## src/rtl/uart_program_loader.sv

```systemverilog
// uart_program_loader: serial boot loader feeding CPU program memory.
// Receives an 8N1 framed image, writes 16-bit words, gates CPU reset.
//
// Ports:
//   clk, rst           system clock, async active-high reset
//   rx                 UART RX line (idle high, async to clk)
//   progWriteEnable    one-cycle program memory write strobe
//   progWriteAddr      program memory word address
//   progWriteData      program word {hi, lo}
//   cpuRst             CPU reset, released only after a verified image
//   busy               frame in progress
//   loadDone           sticky: last frame verified
//   loadError          sticky: last frame aborted or bad checksum
module uart_program_loader #(
    parameter int ClksPerBit  = 234,
    parameter int AddrWidth   = 8,
    parameter int TimeoutClks = 1048576
) (
    input  logic                 clk,
    input  logic                 rst,
    input  logic                 rx,
    output logic                 progWriteEnable,
    output logic [AddrWidth-1:0] progWriteAddr,
    output logic [15:0]          progWriteData,
    output logic                 cpuRst,
    output logic                 busy,
    output logic                 loadDone,
    output logic                 loadError
);

    localparam int BitCntW = $clog2(ClksPerBit + 1);
    localparam int HalfBit = (ClksPerBit / 2 > 0) ? ClksPerBit / 2 : 1;
    localparam int ToCntW  = $clog2(TimeoutClks + 1);
    localparam int CntW    = ((AddrWidth > 8) ? AddrWidth : 8) + 1;
    localparam logic [7:0] SyncByte = 8'hA5;

    typedef enum logic [1:0] {
        RxIdle,
        RxStart,
        RxData,
        RxStop
    } rxState_t;

    typedef enum logic [2:0] {
        Idle,
        Len,
        Hi,
        Lo,
        Chk
    } state_t;

    // ---------------- RX synchronizer ----------------
    logic rxMeta;
    logic rxSync;
    logic rxPrev;

    always_ff @(posedge clk or posedge rst) begin
        if (rst) begin
            rxMeta <= 1'b1;
            rxSync <= 1'b1;
            rxPrev <= 1'b1;
        end else begin
            rxMeta <= rx;
            rxSync <= rxMeta;
            rxPrev <= rxSync;
        end
    end

    // ---------------- UART byte receiver ----------------
    rxState_t           rxState;
    logic [BitCntW-1:0] bitClk;
    logic [2:0]         bitIdx;
    logic [7:0]         rxByte;
    logic               byteValid;
    logic               frameErr;

    always_ff @(posedge clk or posedge rst) begin
        if (rst) begin
            rxState   <= RxIdle;
            bitClk    <= '0;
            bitIdx    <= '0;
            rxByte    <= '0;
            byteValid <= 1'b0;
            frameErr  <= 1'b0;
        end else begin
            byteValid <= 1'b0;
            frameErr  <= 1'b0;
            case (rxState)
                RxIdle: begin
                    bitClk <= '0;
                    bitIdx <= '0;
                    if (rxPrev && !rxSync) begin
                        rxState <= RxStart;
                    end
                end
                RxStart: begin
                    if (bitClk == BitCntW'(HalfBit - 1)) begin
                        bitClk  <= '0;
                        // a start bit that is gone by mid-bit was a glitch
                        rxState <= rxSync ? RxIdle : RxData;
                    end else begin
                        bitClk <= bitClk + BitCntW'(1);
                    end
                end
                RxData: begin
                    if (bitClk == BitCntW'(ClksPerBit - 1)) begin
                        bitClk <= '0;
                        rxByte <= {rxSync, rxByte[7:1]};
                        bitIdx <= bitIdx + 3'd1;
                        if (bitIdx == 3'd7) begin
                            rxState <= RxStop;
                        end
                    end else begin
                        bitClk <= bitClk + BitCntW'(1);
                    end
                end
                RxStop: begin
                    if (bitClk == BitCntW'(ClksPerBit - 1)) begin
                        bitClk    <= '0;
                        byteValid <= rxSync;
                        frameErr  <= !rxSync;
                        rxState   <= RxIdle;
                    end else begin
                        bitClk <= bitClk + BitCntW'(1);
                    end
                end
                default: rxState <= RxIdle;
            endcase
        end
    end

    // ---------------- Frame FSM ----------------
    state_t               state;
    logic [AddrWidth-1:0] wordAddr;
    logic [CntW-1:0]      wordCnt;
    logic [7:0]           hiByte;
    logic [7:0]           xorAcc;
    logic [ToCntW-1:0]    toCnt;
    logic                 timedOut;

    assign timedOut = !byteValid && (toCnt == ToCntW'(TimeoutClks - 1));
    assign busy     = (state != Idle);

    always_ff @(posedge clk or posedge rst) begin
        if (rst) begin
            state           <= Idle;
            cpuRst          <= 1'b1;
            progWriteEnable <= 1'b0;
            progWriteAddr   <= '0;
            progWriteData   <= '0;
            loadDone        <= 1'b0;
            loadError       <= 1'b0;
            wordAddr        <= '0;
            wordCnt         <= '0;
            hiByte          <= '0;
            xorAcc          <= '0;
            toCnt           <= '0;
        end else begin
            progWriteEnable <= 1'b0;

            if (state == Idle || byteValid) begin
                toCnt <= '0;
            end else begin
                toCnt <= toCnt + ToCntW'(1);
            end

            if (state != Idle && (frameErr || timedOut)) begin
                loadError <= 1'b1;
                cpuRst    <= 1'b1;
                state     <= Idle;
            end else if (byteValid) begin
                case (state)
                    Idle: begin
                        if (rxByte == SyncByte) begin
                            cpuRst    <= 1'b1;
                            loadDone  <= 1'b0;
                            loadError <= 1'b0;
                            wordAddr  <= '0;
                            xorAcc    <= '0;
                            state     <= Len;
                        end
                    end
                    Len: begin
                        // zero length encodes a full memory image
                        if (rxByte == 8'h00) begin
                            wordCnt <= CntW'(1) << AddrWidth;
                        end else begin
                            wordCnt <= CntW'(rxByte);
                        end
                        xorAcc <= xorAcc ^ rxByte;
                        state  <= Hi;
                    end
                    Hi: begin
                        hiByte <= rxByte;
                        xorAcc <= xorAcc ^ rxByte;
                        state  <= Lo;
                    end
                    Lo: begin
                        progWriteEnable <= 1'b1;
                        progWriteAddr   <= wordAddr;
                        progWriteData   <= {hiByte, rxByte};
                        wordAddr        <= wordAddr + AddrWidth'(1);
                        xorAcc          <= xorAcc ^ rxByte;
                        wordCnt         <= wordCnt - CntW'(1);
                        state <= (wordCnt == CntW'(1)) ? Chk : Hi;
                    end
                    Chk: begin
                        if (rxByte == xorAcc) begin
                            loadDone <= 1'b1;
                            cpuRst   <= 1'b0;
                        end else begin
                            loadError <= 1'b1;
                        end
                        state <= Idle;
                    end
                    default: state <= Idle;
                endcase
            end
        end
    end

endmodule

```

## config.mk

```make
export PLATFORM = sky130hd
export DESIGN_NAME = uart_program_loader
export DESIGN_NICKNAME = d
export VERILOG_FILES = /design/src/rtl/uart_program_loader.sv
export SDC_FILE = /design/constraint.sdc
export NUM_CORES = 1
export LEC_CHECK = 0
export CORE_MARGIN = 3
export CORE_UTILIZATION = 65
export CTS_BUF_LIST = sky130_fd_sc_hd__clkbuf_2 sky130_fd_sc_hd__clkbuf_4 sky130_fd_sc_hd__clkbuf_8
export DETAILED_ROUTE_END_ITERATION = 12
export HOLD_SLACK_MARGIN = 0.06
export PLACE_DENSITY = 0.86
export SYNTH_ARGS = -nofsm -noshare
export SYNTH_HDL_FRONTEND = slang
export SYNTH_SLANG_ARGS = --single-unit
```

## constraint.sdc

```tcl
create_clock -name clk -period 7.3 [get_ports clk]
set_clock_uncertainty 0.2 [all_clocks]
set_input_delay 1.46 -clock clk [delete_from_list [all_inputs] [get_ports clk]]
set_output_delay 1.46 -clock clk [all_outputs]
set_load 0.005 [all_outputs]
```

==> impl_metrics.env <==
export IMPL_outcome="finished, final reports clean"
export IMPL_final_common_cell="dfrtp_1"
export IMPL_total_power_mw=1.05
export IMPL_finalSetupViolCount=0
export IMPL_cellLeakagePower_nw=2.62
export IMPL_clkPwrFrac_pct=32.2
export IMPL_power_switching_uw=249
export IMPL_path_max_fanout=33
export IMPL_crit_required_ns=7.34
export IMPL_worstMarginPinSlew_ns=1.12
export IMPL_reg2reg_depth=6
export IMPL_dpl_cell_count=638
export IMPL_pwr_share_seq_pct=61.5
export IMPL_num_rows=32
export IMPL_cts_root_buf="clkbuf_8"
export IMPL_critPathArrivalTime_ns=3.88
export IMPL_powerDensity_nw_per_um2=183
export IMPL_final_nets=559
export IMPL_synth_area_per_cell_um2=9.91
export IMPL_synth_distinct_cells=52
export IMPL_cts_tree="done"
export IMPL_grt_usage_pct=23.1
export IMPL_design_area_um2=5740
export IMPL_setup_tns_ns=0
export IMPL_syn_nets=538
export IMPL_avgRoutedWirePerCell_um=15.0
export IMPL_grt_pass1_vias=3587
export IMPL_cp_start_kind="register"
export IMPL_max_freq_mhz=260
export IMPL_synth_top_area_share_pct=51.4
export IMPL_hold_class="register to register"
export IMPL_holdPathStages=0
export IMPL_routed_wl_um=9820
export IMPL_portBuffers=31
export IMPL_async_reset_ff_share_pct=100
export IMPL_start_util_pct=67.1
export IMPL_synthTopCellsByArea="dfrtp_1 (51%), nand2_1 (7.6%), mux2_2 (3.9%)"
export IMPL_ys_dominant_reg_cell="dfrtp_1"
export IMPL_cts_buffers=9
export IMPL_synth_warnings=0
export IMPL_cts_resized=0
export IMPL_drt_pass1_iterations=4
export IMPL_antenna_found_initial=0
export IMPL_drtAntennaViolNets=0
export IMPL_crit_type="register to register"
export IMPL_p_sw_share_pct=23.7
export IMPL_postCtsSetupBuffers=0
export IMPL_initialDrtViolationCount=248
export IMPL_synth_edff_count=0
export IMPL_overflow=0
export IMPL_multi_input_area_um2=2270
export IMPL_die_x_um=95.5
export IMPL_coreArea_um2=7770
export IMPL_syn_to_final_growth_pct=10.1
export IMPL_vias_per_cell=5.84
export IMPL_cp_end_kind="register"
export IMPL_peakVddDrop_mv=0.130
export IMPL_globalplace_congestion=0.848
export IMPL_regArea_um2=2780
export IMPL_seq_area_frac_synth_pct=53.4
export IMPL_dr_total_vias=3817
export IMPL_fill_cells=569
export IMPL_maxSlewViolCount=0
export IMPL_die_area_um2=9130
export IMPL_grt_pass1_wl_um=16600
export IMPL_postPlaceCellArea_um2=5560
export IMPL_postCtsHoldBufs=0
export IMPL_final_cell_count_no_fill=654
export IMPL_clk_pin_slew_worst_paths_ns=0.09
export IMPL_ys_ff_latch=111
export IMPL_hold_viol_final=0
export IMPL_internal_power_uw=799
export IMPL_grt_max_degree=82
export IMPL_fin_crit_sh_pct=52.7
export IMPL_layout_drive_gt1_share_pct=9.78
export IMPL_cts_sinks=111
export IMPL_rsz0062_at_grt="false"
export IMPL_synth_area_um2=5210
export IMPL_yosys_area_top_type="dfrtp_1"
export IMPL_dpl_hpwl_um=6700
export IMPL_htreeDepth=3
export IMPL_p_comb_share_pct=6.3
export IMPL_period_needed_ns=3.84
export IMPL_io_pins=32
export IMPL_die_height_um=95.5
export IMPL_drv_cap=0
export IMPL_final_cell_mix="dfrtp_1 (107), nand2_1 (105), nor2_1 (49), nand3_1 (32), clkdlybuf4s50_1 (31)"
export IMPL_syn_inst=526
export IMPL_slew_headroom_pct=24.8
export IMPL_drc=0
export IMPL_n_antenna_cell=0
export IMPL_clkLatencyLatePin_ns=0.37
export IMPL_final_util_pct=73.9
export IMPL_clockBufferDepth=2
## cells in the mapped netlist, drive strengths merged (3+ instances only)
master  instances
nand2b          5
a22o            4
mux2           19
nand2         106
ha              9
a21oi          12
dfstp           4
or4             6
nor4            5
xnor2          21
inv            15
nor3           14
xor2           15
nand4          10
nand3          32
nor2           50
nand3b         14
buf             9
o21ai          24
a22oi           3
and2            4
dfrtp         107
and3            4
clkbuf         13
## worst paths after layout
kind | from | endpoint | slack, ns
worst max-delay path | byteValid | wordAddr[2] | 3.46
worst min-delay path | rxMeta | rxSync | 0.16
worst max register to register | byteValid | wordAddr[2] | 3.46
worst min register to register | rxMeta | rxSync | 0.16
max in group asynchronous | rst | toCnt[10] | 4.35
min in group asynchronous | rst | bitClk[5] | 1.22
## cells by family after synthesis
family          count (synthesis)  synth area share, %
simple gates                  258                 24.0
flops                         111                 53.4
compound gates                 56                 7.20
buf+inv                        37                 3.05
xor+xnor                       36                 6.05
mux                            19                 4.18
fa+ha+maj                       9                 2.16
## state kept, by name, indices dropped and copies added (netlist names), 3 cells and up, named ones only
name / flops
bitIdx: 3
xorAcc: 8
progWriteAddr: 8
hiByte: 8
rxByte: 8
wordCnt: 9
bitClk: 8
progWriteData: 16
toCnt: 21
state: 3
wordAddr: 8
## critical path, cell delays in order (launching register included)
cell     delay [ns]
dfrtp_1        0.61
nor3b_1        0.43
nand3_1        0.87
inv_1          1.07
a31oi_1        0.15
o21ai_0        0.26
o21ai_0        0.12
## per-layer routing
metal	up-vias	track usage (%)	wire, µm
li1	1819	-	-
met1	1905	31.5	4430
met2	77	37.3	4850
met3	16	5.05	369
met4	0	6.40	176
met5	-	0	0
## area by class of cell
| cell class | count | share of cell area (%) |
|---|---|---|
| well taps | 102 | 2.22 |
| clock buffers | 13 | 2.79 |
| multi-input cells | 378 | 39.6 |
| inverters | 15 | 1.03 |
| flip-flops and latches | 111 | 48.5 |
| repair buffers | 32 | 5.54 |
| clock inverters | 3 | 0.349 |
## stage by stage
| stage | hold slack [ns] | setup WS (ns) |
|---|---|---|
| 3_3_place_gp | 0.146 | 3.62 |
| 5_1_grt | 0.163 | 2.95 |
| 4_1_cts | 0.162 | 3.46 |
| 3_5_place_dp | 0.148 | 3.51 |
| 6_report | 0.160 | 3.46 |
| 2_1_floorplan | 0.145 | 2.72 |
## power groups by stage
stage | clock network (mW) | registers [mW] | logic [mW]
2_1_floorplan | 0 | 0.649 | 0.0600
3_5_place_dp | 0 | 0.657 | 0.0676
4_1_cts | 0.345 | 0.645 | 0.0687
5_1_grt | 0.372 | 0.648 | 0.0766
3_3_place_gp | 0 | 0.656 | 0.0651
6_report | 0.338 | 0.644 | 0.0656
Power figures use the tool's default switching activity.
